**src/rtl/gatekeeper_pkg.sv**
```systemverilog
// Shared definitions for the gatekeeper UART path: command codes, arbiter
// state encoding and the payload length clamp.
package gatekeeper_pkg;

  localparam logic [7:0] PROG_REQUEST = 8'h01;
  localparam logic [7:0] CHALLENGE    = 8'h02;
  localparam logic [7:0] RESPONSE     = 8'h03;
  localparam logic [7:0] AUTH_OK      = 8'h04;
  localparam logic [7:0] AUTH_FAIL    = 8'h05;
  localparam logic [7:0] STATUS       = 8'h06;

  localparam int DEFAULT_MAX_PAYLOAD = 4;

  typedef enum logic [2:0] {
    IDLE,
    LOAD,
    ISSUE,
    WAIT_HI,
    WAIT_LO,
    DONE
  } arb_state_t;

  function automatic logic [2:0] clamp_len(input logic [2:0] len, input int max_len);
    return (int'(len) > max_len) ? 3'(max_len) : len;
  endfunction

endpackage

```
**src/rtl/uart_tx_pkt_arbiter_rr_pick.sv**
```systemverilog
// Round-robin selector: first valid requester searching cyclically from
// the slot after the last grant.
module rr_pick #(
  parameter int NUM_REQ = 3
) (
  input  logic [NUM_REQ-1:0] req_valid,
  input  logic [1:0]         last_id,
  output logic [1:0]         win_id,
  output logic               win_valid
);

  always_comb begin
    logic [1:0] cand;
    cand      = last_id;
    win_id    = last_id;
    win_valid = 1'b0;
    for (int i = 1; i <= NUM_REQ; i++) begin
      cand = 2'((int'(last_id) + i) % NUM_REQ);
      if (!win_valid && req_valid[cand]) begin
        win_valid = 1'b1;
        win_id    = cand;
      end
    end
  end

endmodule

```
**src/rtl/uart_tx_pkt_arbiter.sv**
```systemverilog
// Shares one byte-level UART transmitter between several packet sources;
// a packet is a command byte followed by 0..MAX_PAYLOAD payload bytes.
//
// state   | meaning
// IDLE    | waiting for any req_valid; winner chosen round-robin
// LOAD    | latch winner's cmd/payload/len, first byte staged on tx_data
// ISSUE   | tx_start strobe for the staged byte
// WAIT_HI | waiting for tx_busy to rise, bounded by BUSY_TIMEOUT
// WAIT_LO | waiting for tx_busy to fall, then next byte or DONE
// DONE    | req_done pulse to the granted requester
module uart_tx_pkt_arbiter
  import gatekeeper_pkg::*;
#(
  parameter int NUM_REQ      = 3,
  parameter int MAX_PAYLOAD  = DEFAULT_MAX_PAYLOAD,
  parameter int BUSY_TIMEOUT = 8
) (
  input  logic                              CLK,
  input  logic                              RST,
  input  logic [NUM_REQ-1:0]                req_valid,
  input  logic [8*NUM_REQ-1:0]              req_cmd,
  input  logic [8*MAX_PAYLOAD*NUM_REQ-1:0]  req_payload,
  input  logic [3*NUM_REQ-1:0]              req_len,
  output logic [NUM_REQ-1:0]                req_done,
  output logic [NUM_REQ-1:0]                req_err,
  output logic [7:0]                        tx_data,
  output logic                              tx_start,
  input  logic                              tx_busy,
  output logic                              busy,
  output logic [1:0]                        grant_id
);

  localparam int PW = 8 * MAX_PAYLOAD;

  arb_state_t    state_q, state_d;
  logic [1:0]    grant_id_q, grant_id_d;
  logic [2:0]    cnt_q, cnt_d;
  logic [2:0]    len_q, len_d;
  logic [3:0]    tmo_q, tmo_d;
  logic [PW-1:0] pl_q, pl_d;
  logic [7:0]    tx_data_q, tx_data_d;

  logic [1:0]    pick_id;
  logic          pick_valid;
  logic [7:0]    cmd_arr [NUM_REQ];
  logic [PW-1:0] pl_arr  [NUM_REQ];
  logic [2:0]    len_arr [NUM_REQ];

  always_comb begin
    for (int i = 0; i < NUM_REQ; i++) begin
      cmd_arr[i] = req_cmd[8*i +: 8];
      pl_arr[i]  = req_payload[PW*i +: PW];
      len_arr[i] = clamp_len(req_len[3*i +: 3], MAX_PAYLOAD);
    end
  end

  rr_pick #(.NUM_REQ(NUM_REQ)) u_rr_pick (
    .req_valid (req_valid),
    .last_id   (grant_id_q),
    .win_id    (pick_id),
    .win_valid (pick_valid)
  );

  always_comb begin
    state_d    = state_q;
    grant_id_d = grant_id_q;
    cnt_d      = cnt_q;
    len_d      = len_q;
    tmo_d      = tmo_q;
    pl_d       = pl_q;
    tx_data_d  = tx_data_q;
    tx_start   = 1'b0;
    req_done   = '0;
    req_err    = '0;
    case (state_q)
      IDLE: begin
        if (pick_valid) begin
          grant_id_d = pick_id;
          state_d    = LOAD;
        end
      end
      LOAD: begin
        // Left-align the used payload bytes so each byte is taken from the top.
        len_d     = len_arr[grant_id_q];
        pl_d      = pl_arr[grant_id_q] << (8 * (MAX_PAYLOAD - int'(len_arr[grant_id_q])));
        tx_data_d = cmd_arr[grant_id_q];
        cnt_d     = '0;
        state_d   = ISSUE;
      end
      ISSUE: begin
        tx_start = 1'b1;
        tmo_d    = 4'(BUSY_TIMEOUT - 1);
        state_d  = WAIT_HI;
      end
      WAIT_HI: begin
        if (tx_busy) begin
          state_d = WAIT_LO;
        end else if (tmo_q == 4'd0) begin
          req_err[grant_id_q] = 1'b1;
          state_d             = IDLE;
        end else begin
          tmo_d = tmo_q - 4'd1;
        end
      end
      WAIT_LO: begin
        if (!tx_busy) begin
          if (cnt_q == len_q) begin
            state_d = DONE;
          end else begin
            cnt_d     = cnt_q + 3'd1;
            tx_data_d = pl_q[PW-1 -: 8];
            pl_d      = pl_q << 8;
            state_d   = ISSUE;
          end
        end
      end
      DONE: begin
        req_done[grant_id_q] = 1'b1;
        state_d              = IDLE;
      end
      default: state_d = IDLE;
    endcase
  end

  always_ff @(posedge CLK) begin
    if (RST) begin
      state_q    <= IDLE;
      grant_id_q <= 2'(NUM_REQ - 1);
      cnt_q      <= '0;
      len_q      <= '0;
      tmo_q      <= '0;
      pl_q       <= '0;
      tx_data_q  <= '0;
    end else begin
      state_q    <= state_d;
      grant_id_q <= grant_id_d;
      cnt_q      <= cnt_d;
      len_q      <= len_d;
      tmo_q      <= tmo_d;
      pl_q       <= pl_d;
      tx_data_q  <= tx_data_d;
    end
  end

  assign tx_data  = tx_data_q;
  assign busy     = (state_q != IDLE);
  assign grant_id = grant_id_q;

endmodule
```
**config.mk**
```make
export PLATFORM = sky130hd
export DESIGN_NAME = uart_tx_pkt_arbiter
export DESIGN_NICKNAME = d
export VERILOG_FILES = /design/src/rtl/gatekeeper_pkg.sv /design/src/rtl/uart_tx_pkt_arbiter_rr_pick.sv /design/src/rtl/uart_tx_pkt_arbiter.sv
export SDC_FILE = /design/constraint.sdc
export NUM_CORES = 1
export LEC_CHECK = 0
export CORE_AREA = 2 2 120 122
export DETAILED_ROUTE_END_ITERATION = 7
export DIE_AREA = 0 0 122 124
export PLACE_DENSITY = 0.57
export SLEW_MARGIN = 25
export SYNTH_ARGS = -nofsm -noshare
export SYNTH_HDL_FRONTEND = slang
export SYNTH_SLANG_ARGS = --single-unit
export TNS_END_PERCENT = 100
```
**constraint.sdc**
```tcl
create_clock -name CLK -period 3.3 [get_ports CLK]
set_input_delay 0.495 -clock CLK [delete_from_list [all_inputs] [get_ports CLK]]
set_output_delay 0.495 -clock CLK [all_outputs]
set_load 0.01 [all_outputs]
```
==> results_dict.tcl <==
set metrics [dict create \
    initial_core_util 0.3053 \
    boundaryPins 153 \
    root_buffer "clkbuf_16" \
    viasPerCell 5.415 \
    ys.flop_type "dfxtp_1" \
    final_core_util 0.4358 \
    wl_mm 14.45 \
    layout-area-overhead-vs-synth_pct 42.74 \
    path_cells "clkdlybuf4s50_1, nor4bb_1, or3_1, inv_2, ha_1, buf_4, o311ai_2, a211oi_4, nand2_1, a41oi_1" \
    yosysUniqueCellTypes 57 \
    layout.nets 803 \
    overflow 0 \
    drt-initial-drc-count 340 \
    grt_pass1_wl_mm 23.47 \
    grt_usage 0.1962 \
    syn_area_per_cell_um2 7.845 \
    yosysWarnings 0 \
    ant_nets 0 \
    via_count 4554 \
    yosys-top-cells-area "dfxtp_1 (26%), mux2_2 (7.3%), nand2_1 (6.7%)" \
    post-cts-setup-buffers 0 \
    period_minus_slack_ns 2.923 \
    syn_nets 677 \
    cts.sinks 55 \
    holdWs_ns 0.4529 \
    syn_area_um2 4189 \
    hold_viol 0 \
    yosys.area.top_type "dfxtp_1" \
    tns_ns 0 \
    synthTopCellsByCount "nand2_1 (75), dfxtp_1 (55), o21ai_0 (48)" \
    cts_buffers 5 \
    cts_tree "done" \
    place_inst 833 \
    grt_max_degree 40 \
    worstMarginPinSlew_ns 0.7244 \
    post_dp_cell_area_um2 5834 \
    critPathBufInv 3 \
    hp-class "reg -> reg" \
    powerDensity_nw_per_um2 712.6 \
    slowest_stage "a211oi_4" \
    n_antenna_cell 0 \
    cts_resized 0 \
    grt_pass1_vias 4556 \
    cp_max_fo 15 \
    antenna_found_initial 0 \
    stdcell_area_um2 5979 \
    routabilityCongestion 0.8635 \
    drcViolationCount 0 \
    path_delay_family "compound AO/OA/AOI/OAI gates" \
    drtPass1Iterations 5 \
    p_sw_w 0.001964 \
    clock_path_buffers 2 \
    drive_above_1_share 0.09834 \
    intPower_w 0.002297 \
    seq_area_frac_synth 0.2628 \
    end_kind "flop" \
    slowest_delay_ns 0.68 \
    yosysTopAreaCellShare 0.2628 \
    critPathArrivalTime_ns 3.14 \
    power_frac_seq 0.248 \
    power_frac_comb 0.625 \
    slew_headroom 0.5155 \
    instances_no_fill 841 \
    p_sw_frac 0.4610 \
    fp.dieArea_um2 15130 \
    clk-insertion-delay-late_ns 0.30 \
    dpl.hpwl_mm 11.10 \
    die_h_um 124 \
    crit_required_ns 3.51 \
    core.rowCount 43 \
    clock_skew_ns 0.01010 \
    fin_crit_sh 0.8856 \
    clk_pin_slew_ns 0.07 \
    critical_path_class "in -> reg" \
    clkPwrFrac 0.127 \
    synth-seq-cells 55 \
    htreeDepth 2 \
    start_kind "primary input" \
    synthCells 534 \
    rsz0062_at_grt "no" \
    coreArea_um2 13720 \
    clock.fmax_mhz 342.2 \
    portBuffers 152 \
    synth_edf_count 0 \
    slew_violations 0 \
    routedWlPerCell_um 17.19 \
    status "finished clean" \
    async_reset_ff_frac 0 \
    setup_viol 0 \
    dieWidth_um 122 \
    drv_cap 0 \
    cts_hold_buf 0 \
    ir_drop_v 0.0002531 \
    yosysMostFrequentCell "nand2_1" \
    leakage_nw 2.092 \
]
==> tightest hold or removal path, delay by kind of cell (launching register included) <==
family	cells	cell delay [ns]
DFF	1	0.31
and+or+nand+nor	1	0.05
AOI/OAI and AO/OA	1	0.05
==> path summary, 6_finish.rpt <==
path	startpoint	endpoint	slack [ns]	depth (start not counted)
worst min register to register	tx_data[5]	tx_data[5]	0.45	2
worst min-delay path	tx_data[5]	tx_data[5]	0.45	2
worst max register to register	grant_id[1]	pl_q[25]	0.49	9
worst max-delay path	req_len[8]	pl_q[25]	0.38	10
==> through the flow <==
| step | power (W) | setup slack [ns] |
|---|---|---|
| after detailed placement | 0.003728 | 0.08831 |
| after CTS | 0.004285 | 0.4054 |
| after global placement | 0.003689 | 0.2298 |
| after floorplan | 0.002900 | 0.1282 |
| after global routing | 0.004631 | 0.1996 |
| final | 0.004261 | 0.3774 |
==> sequential cells by signal (all words and copies together) (netlist names) <==
| register | count |
|---|---|
| cnt_q | 3 |
| grant_id | 2 |
| len_q | 3 |
| pl_q | 32 |
| state_q | 3 |
| tmo_q | 4 |
| tx_data | 8 |
==> cells in the final DEF (no fill, tap or decap), drive strengths merged, types with 3 or more instances in the layout <==
| master | instances |
|---|---|
| clkbuf | 6 |
| mux2i | 26 |
| nor3b | 5 |
| a41oi | 8 |
| xnor2 | 5 |
| nand2b | 6 |
| and2 | 7 |
| inv | 13 |
| dfxtp | 55 |
| a311oi | 16 |
| a22oi | 17 |
| nand2 | 75 |
| o21ai | 49 |
| or3 | 3 |
| a211oi | 4 |
| a221o | 9 |
| a21oi | 21 |
| ha | 8 |
| a2bb2oi | 8 |
| nor3 | 6 |
| nand3 | 17 |
| nor2 | 47 |
| mux2 | 27 |
| o211ai | 17 |
| buf | 16 |
| clkdlybuf4s50 | 152 |
| a32oi | 10 |
==> power groups by stage <==
stage          clock, W  combinational, W  sequential [W]
5_1_grt        0.000582           0.00296         0.00109
6_report       0.000540           0.00266         0.00106
3_3_place_gp          0           0.00263         0.00106
3_5_place_dp          0           0.00266         0.00107
4_1_cts        0.000559           0.00267         0.00106
2_1_floorplan         0           0.00189         0.00101
==> layer usage <==
metal  track usage  routed length [µm]  vias to the layer above
met3       0.03984                1117                        7
met1        0.2621                6583                     2124
li1              -                   -                     2235
met2        0.3258                6649                      188
met5             0                   0                        -
met4       0.04526                 104                        0
==> cells by family after synthesis <==
group / count (synthesis) / share of synthesized area
adders and majority gates: 8 / 0.02390
buffers and inverters: 61 / 0.06870
muxes: 53 / 0.1347
AOI/OAI and AO/OA: 174 / 0.3044
DFF: 55 / 0.2628
and+or+nand+nor: 178 / 0.1950
xor gates and xnor gates: 5 / 0.01045
==> area by class of cell <==
cell class | count | area, µm²
flip-flops and latches | 55 | 1102
clock buffers | 6 | 128.9
clock inverters | 2 | 16.27
inverters | 12 | 45.04
repair buffers | 168 | 1654
well taps | 180 | 225.2
multi-input cells | 418 | 2808
fillers | 1388 | 7740
(Power assumes the default switching activity.)
